`src/rtl/wishbone_if.sv`:
```
// Wishbone pipelined bus bundle.
// Signal names are from the master's point of view.
interface wishbone_if #(
  parameter int ADDR_W = 8,
  parameter int DATA_W = 16
) ();
  logic [ADDR_W-1:0] adr_o;
  logic [DATA_W-1:0] dat_o;
  logic              we_o;
  logic              stb_o;
  logic              cyc_o;
  logic              ack_i;
  logic              stall_i;
  logic [DATA_W-1:0] dat_i;

  modport master (
    output adr_o, dat_o, we_o, stb_o, cyc_o,
    input  ack_i, stall_i, dat_i
  );

  modport slave (
    input  adr_o, dat_o, we_o, stb_o, cyc_o,
    output ack_i, stall_i, dat_i
  );
endinterface

```
`src/rtl/wishbone_board_ram.sv`:
```
// Minesweeper board-state RAM behind the Wishbone arbiter,
// with a stalling clear engine for new-game initialisation.
module wishbone_board_ram #(
  parameter int          ADDR_W    = 8,
  parameter int          DATA_W    = 16,
  parameter int          ACK_LAT   = 1,
  parameter logic [DATA_W-1:0] CLR_VALUE = '0
) (
  input  logic       clk,
  input  logic       rst_n,
  wishbone_if.slave  bus,
  input  logic       clr_start,
  output logic       clr_busy,
  output logic       clr_done
);
  localparam int DEPTH = 1 << ADDR_W;

  typedef enum logic {IDLE, CLEAR} state_t;

  state_t            state;
  logic [ADDR_W-1:0] cnt;
  logic              stall_q;
  logic [DATA_W-1:0] mem [DEPTH];

  logic              accept;
  logic              a1, a2;
  logic [DATA_W-1:0] d1, d2;

  assign accept   = bus.cyc_o & bus.stb_o & ~stall_q;
  assign bus.stall_i = stall_q;
  assign clr_busy = stall_q;

  // Array is never reset; only the sweep initialises it.
  always_ff @(posedge clk) begin
    if (state == CLEAR)
      mem[cnt] <= CLR_VALUE;
    else if (accept && bus.we_o)
      mem[bus.adr_o] <= bus.dat_o;
  end

  always_ff @(posedge clk or negedge rst_n) begin
    if (!rst_n) begin
      state    <= IDLE;
      cnt      <= '0;
      stall_q  <= 1'b0;
      clr_done <= 1'b0;
    end else begin
      clr_done <= 1'b0;
      unique case (state)
        IDLE: begin
          if (clr_start) begin
            state   <= CLEAR;
            cnt     <= '0;
            stall_q <= 1'b1;
          end
        end
        CLEAR: begin
          cnt <= cnt + 1'b1;
          if (cnt == '1) begin
            state    <= IDLE;
            stall_q  <= 1'b0;
            clr_done <= 1'b1;
          end
        end
        default: state <= IDLE;
      endcase
    end
  end

  always_ff @(posedge clk or negedge rst_n) begin
    if (!rst_n) begin
      a1 <= 1'b0;
      a2 <= 1'b0;
      d1 <= '0;
      d2 <= '0;
    end else begin
      if (!bus.cyc_o) begin
        a1 <= 1'b0;
        a2 <= 1'b0;
      end else begin
        a1 <= accept;
        a2 <= a1;
      end
      if (accept)
        d1 <= mem[bus.adr_o];
      d2 <= d1;
    end
  end

  // Qualify with cyc so an abandoned cycle never sees a stale ack.
  assign bus.ack_i = ((ACK_LAT == 2) ? a2 : a1) & bus.cyc_o;
  assign bus.dat_i = (ACK_LAT == 2) ? d2 : d1;

endmodule

```
`src/flat_wrapper.sv`:
```
// flat-port wrapper written by rule: the top's interface ports become plain ports
module wishbone_board_ram_flat 
#(
  parameter int          ADDR_W    = 8,
  parameter int          DATA_W    = 16,
  parameter int          ACK_LAT   = 1,
  parameter logic [DATA_W-1:0] CLR_VALUE = '0
)
  (clk, rst_n, clr_start, clr_busy, clr_done, bus_adr_o, bus_dat_o, bus_we_o, bus_stb_o, bus_cyc_o, bus_ack_i, bus_stall_i, bus_dat_i);
  wishbone_if #(.ADDR_W(ADDR_W), .DATA_W(DATA_W)) bus_i ();
  input  logic clk;
  input  logic rst_n;
  input  logic clr_start;
  output logic clr_busy;
  output logic clr_done;
  input wire logic [$bits(bus_i.adr_o)-1:0] bus_adr_o;
  input wire logic [$bits(bus_i.dat_o)-1:0] bus_dat_o;
  input wire logic [$bits(bus_i.we_o)-1:0] bus_we_o;
  input wire logic [$bits(bus_i.stb_o)-1:0] bus_stb_o;
  input wire logic [$bits(bus_i.cyc_o)-1:0] bus_cyc_o;
  output wire logic [$bits(bus_i.ack_i)-1:0] bus_ack_i;
  output wire logic [$bits(bus_i.stall_i)-1:0] bus_stall_i;
  output wire logic [$bits(bus_i.dat_i)-1:0] bus_dat_i;
  assign bus_i.adr_o = bus_adr_o;
  assign bus_i.dat_o = bus_dat_o;
  assign bus_i.we_o = bus_we_o;
  assign bus_i.stb_o = bus_stb_o;
  assign bus_i.cyc_o = bus_cyc_o;
  assign bus_ack_i = bus_i.ack_i;
  assign bus_stall_i = bus_i.stall_i;
  assign bus_dat_i = bus_i.dat_i;
  wishbone_board_ram #(.ADDR_W(ADDR_W), .DATA_W(DATA_W), .ACK_LAT(ACK_LAT), .CLR_VALUE(CLR_VALUE)) u_core (.clk(clk), .rst_n(rst_n), .bus(bus_i), .clr_start(clr_start), .clr_busy(clr_busy), .clr_done(clr_done));
endmodule
```
`config.mk`:
```
export PLATFORM = sky130hd
export DESIGN_NAME = wishbone_board_ram_flat
export DESIGN_NICKNAME = d
export VERILOG_FILES = /design/src/rtl/wishbone_if.sv /design/src/rtl/wishbone_board_ram.sv /design/src/flat_wrapper.sv
export SDC_FILE = /design/constraint.sdc
export NUM_CORES = 2
export LEC_CHECK = 0
export ABC_AREA = 1
export CORE_AREA = 5 5 787 633
export CTS_CLUSTER_DIAMETER = 150
export DETAILED_ROUTE_END_ITERATION = 8
export DIE_AREA = 0 0 792 638
export GPL_TIMING_DRIVEN = 1
export PLACE_DENSITY = 0.51
export REMOVE_ABC_BUFFERS = 1
export SYNTH_ARGS = -nofsm -noshare
export SYNTH_HDL_FRONTEND = slang
export SYNTH_SLANG_ARGS = --single-unit
```
`constraint.sdc`:
```
create_clock -name clk -period 20 [get_ports clk]
set_clock_uncertainty 0.2 [all_clocks]
set_input_delay 4 -clock clk [delete_from_list [all_inputs] [get_ports clk]]
set_output_delay 4 -clock clk [all_outputs]
set_load 0.02 [all_outputs]
```
# Word-level counts from Yosys, hierarchy flattened
# Memory sizes are Yosys's and may differ from the RTL's. A register that Yosys moved wholly into a read port is not among the register bits.
# Index checks and enable logic that the tools add are counted.
[totals] word_cells=38 ff_bits=12 input_bits=30 memories=1 ram_bits=4096
[classes] eq_ne=3 add_sub_neg=1 bitwise_logic=5 mux=19 n_reduce_logical=4
[mem_list] memory="u_core.mem" words=256 word_bits=16 read_ports=1 rd_clocked_by_memory_dff=1 write_ports=1 line_no="wishbone_board_ram.sv:23" text="logic [DATA_W-1:0] mem [DEPTH];"
[op_table] operator="two-way mux 16 bit" n=1
[op_table] operator="two-way mux 8 bit" n=2
[op_table] operator="case mux 8 bit (2 select lines)" n=1
[op_table] operator="OR reduction 16 bit" n=1
[op_table] operator="two-way mux 1 bit" n=13
[op_table] operator="adder 8 x 1 -> 8 bit (second input constant)" n=1
[op_table] operator="equality test 8 bit (second input constant)" n=1
[op_table] operator="!= test 2 bit (second input constant)" n=2
[op_table] operator="case mux 1 bit (2 select lines)" n=2
[op_table] operator="bitwise AND 1 bit" n=3
[op_table] operator="NOT 1 bit" n=2
[op_table] operator="AND reduction 2 bit" n=1
[op_table] operator="logical AND 1 bit" n=1
[op_table] operator="logical NOT 1 bit" n=1

# Longest topological paths before layout
[logic_depth] word_depth=8 ltp_mapped=15 ltp_nobuf=12

# Least setup slack after synthesis
# No wires, ideal clock.
[synth_timing] path_kind="input port to flip-flop" from="in bus_cyc_o" to="mem u_core.mem[0][10] (data pin)" setup_slack_ps=7840 t_arrival_ps=10566 stages=6 path_cell_list="nand3_4 inv_4 nand3_4 buf_6 clkbuf_1 nor2_1"
[synth_between] elab_chain_cells=8
[synth_lines] item="from (decl)" line_no="flat_wrapper.sv:20" text="input wire logic [$bits(bus_i.cyc_o)-1:0] bus_cyc_o;"
[synth_lines] item="bitwise AND 1 bit (2 in series)" line_no="wishbone_board_ram.sv:29" text="assign accept = bus.cyc_o & bus.stb_o & ~stall_q;"
[synth_lines] item="logical AND 1 bit" line_no="wishbone_board_ram.sv:37" text="else if (accept && bus.we_o)"
[synth_lines] item="two-way mux 1 bit" line_no="wishbone_board_ram.sv:37"
[synth_lines] item="two-way mux 1 bit" line_no="wishbone_board_ram.sv:35" text="if (state == CLEAR)"
[synth_lines] item="two-way mux 1 bit (implied by the code)" line_no="wishbone_board_ram.sv:38" text="mem[bus.adr_o] <= bus.dat_o;"
[synth_lines] item="OR reduction 16 bit (no source line)"
[synth_lines] item="two-way mux 16 bit (no source line)"
[synth_lines] item="to (decl)" line_no="wishbone_board_ram.sv:23"
# No other way between the ends.

# Worst setup path in the final report
[layout_timing] from="in bus_cyc_o" to="out bus_ack_i"
[layout_between] elab_chain_cells=1
[layout_lines] item="bitwise AND 1 bit" line_no="wishbone_board_ram.sv:91" text="assign bus.ack_i = ((ACK_LAT == 2) ? a2 : a1) & bus.cyc_o;"
[layout_lines] item="to (decl)" line_no="flat_wrapper.sv:21" text="output wire logic [$bits(bus_i.ack_i)-1:0] bus_ack_i;"
# No other way between the ends.

==> flow_summary.toml <==
[outcome]
status = "complete, no violations"

[cells_and_area]
synthToLayoutAreaGrowth_pct = 12.8
final_area_sq_um = 187000
drive_above_1_share_pct = 7.92
multi_input_area_sq_um = 37900
final_common_cell = "nand2_1"
nets = 13705
fillerInstances = 46524
layout_common_cells = "nand2_1, edfxtp_1, nand3_1"
seqCellArea_sq_um = 124000

[sta]
timing.final.ws_setup_ps = 10570
fmax_ghz = 0.106
fin_crit_ps = 9430
finalHoldViolCount = 0
setup_viol = 0
relSlewSlack_pct = 9.93
post-route-period-util_pct = 47.2
setup_tns_ps = 0
worst_pin_slew_ps = 1350
final_max_slew_viol_count = 0
rsz0062_at_grt = "no"

[job]
cap_violations = 0

[clock_network]
cts_tree = "done"
insertion_delay_ps = 1020
cts_setup_buffers = 0
cts_root_buf = "clkbuf_16"
cts.path.max_buffers = 4
clk_pin_slew_ps = 60
ctsResizeCount = 0
clock_sinks = 4124
cts_inserted_buffers = 407
postCtsHoldBufs = 0
h-tree-depth = 5

[critical_path]
crit_fanout = 2
required_ps = 15800
path_class = "in2out"
timing.rr.start = "u_core.bus.stall_i"
worst-r2r-cell-count = 8
arrival_ps = 5230
crit_buf_inv = 3
cp-startpoint = "bus_cyc_o"
cpLargestDelayFamily = "buffers and inverters"
path_depth = 4
crit_chain = "clkdlybuf4s50_1 > nand2_1 > inv_1 > clkdlybuf4s50_1"
worstSetupStartpointType = "input port"
slowest_stage = "clkdlybuf4s50_1"
r2r_slack_ps = 14570
slowest_delay_ps = 600
cp-endpoint = "bus_ack_i"
endpoint_kind = "output pin"
crit_top_cell = "clkdlybuf4s50_1"
r2r-end = "u_core.mem[109][9]"

[placement]
hpwl_mm = 289
dp_slack_ps = 9970
port_buffers = 49
place_area_sq_um = 174000
place.gp.congestion = 0.835

[detailed_routing]
via_per_inst = 5.28
wl_mm = 530
drc = 0
wl_per_cell_um = 25.8
ant_nets = 0
drt_pre_antenna_iters = 8
drt_iter0_markers = 13073
vias = 108305

[min_path]
hp-class = "reg2reg"

[grt]
grt_overflow_total = 0
grt_pass1_vias = 98923
grt_pass1_wl_mm = 754
grt_max_degree = 161
antenna_found_initial = 37
grt.total_usage_pct = 20.2

[floorplanning]
core.rowCount = 230
dieArea_sq_um = 505000
die_y_um = 638
initial_core_util_pct = 33.9
die_w_um = 792
core_sq_um = 489000
floorplan.io_pins = 50

[logic_synthesis]
ys_seq_area_share_pct = 74.7
synth.avg_cell_area_sq_um = 12.1
synth_cells = 13730
ys.warnings.count = 0
ys_ff_latch = 4124
ys_types = 29
synthesis.area_sq_um = 166000

[power]
p_leak_nw = 63.8
p_per_area_nw_per_um2 = 101
ir_drop_v = 0.0000741
-- worst reg2reg max path: cells and delay by family, from the launching register on --
family	cells	cell delay [ps]
simple gates	3	1280
flops	1	390
buf+inv	5	3130
-- registers in the layout, summed over array words and instances (netlist names) --
name / cells
u_core.cnt: 8
u_core.bus.dat_i: 16
u_core.clr_done: 1
u_core.a1: 1
u_core.state: 1
u_core.bus.stall_i: 1
u_core.mem: 4096
-- cells in the mapped netlist (all sizes together) --
| library cell | number | share of area (%) |
|---|---|---|
| edfxtp | 4096 | 74 |
| ha | 1 | 0.0076 |
| nand2 | 4180 | 9.5 |
| dfrtp | 28 | 0.42 |
| nand4 | 1 | 0.0038 |
| nor2 | 308 | 0.72 |
| nor3 | 1 | 0.0030 |
| o21ai | 15 | 0.075 |
| nor3b | 1 | 0.0076 |
| inv | 66 | 0.15 |
| nand3 | 4088 | 12 |
| a21oi | 1 | 0.0030 |
| a21o | 1 | 0.0045 |
| a22o | 1 | 0.0053 |
| buf | 600 | 1.7 |
| clkbuf | 342 | 0.77 |
-- cell families (layout without fill, tap and decap cells) --
kind of cell             count (synthesis)  after routing  synth area share (%)
other                                    0             16                     0
buffers and inverters                 1008           1286                  2.64
AO/OA/AOI/OAI                           18             18                0.0876
AND/OR/NAND/NOR                       8579           8579                  22.6
flip-flops                            4124           4124                  74.7
adder cells (fa/ha/maj)                  1              1               0.00755
-- metrics by stage --
step,util [%],instances,power (W),hold slack [ps]
2_1_floorplan,-,12788,0.0109,258
3_3_place_gp,35.6,19761,0.0115,280
5_1_grt,38.2,20505,0.0195,354
4_1_cts,38.2,20504,0.0190,297
6_report,38.2,20520,0.0189,303
3_5_place_dp,35.6,19761,0.0115,289
-- report_power, final --
part           switching, W  internal (W)  total, W
clock               0.00339       0.00416   0.00755
sequential         0.000109       0.00961   0.00972
combinational       0.00125      0.000356   0.00161
-- worst min path at each step --
stage	startpoint	endpoint	slack, ps	depth (start not counted)
3_3_place_gp	u_core.cnt[7]	u_core.cnt[7]	280	1
3_5_place_dp	u_core.cnt[7]	u_core.cnt[7]	290	1
4_1_cts	u_core.cnt[7]	u_core.cnt[7]	300	1
6_report	u_core.cnt[7]	u_core.cnt[7]	300	1
2_1_floorplan	u_core.cnt[7]	u_core.cnt[7]	260	1
5_1_grt	u_core.cnt[7]	u_core.cnt[7]	350	1
-- metal layers --
metal	global-route usage [%]	up-vias	part of all wire (%)
met5	0	-	0.011
met4	4.91	8	2.4
met3	4.06	630	9.1
met2	29.6	4446	43
met1	30.7	54325	45
li1	-	48896	-
-- cell type report --
| class | instances | share of cell area, % |
|---|---|---|
| diodes | 16 | 0.0214 |
| multi-input cells | 8598 | 20.3 |
| clock buffers | 518 | 5.72 |
| inverters | 66 | 0.153 |
| clock inverters | 225 | 1.14 |
| flip-flops and latches | 4124 | 66.2 |
| repair buffers | 477 | 2.13 |
| well taps | 6496 | 4.35 |
(Power assumes the default switching activity.)
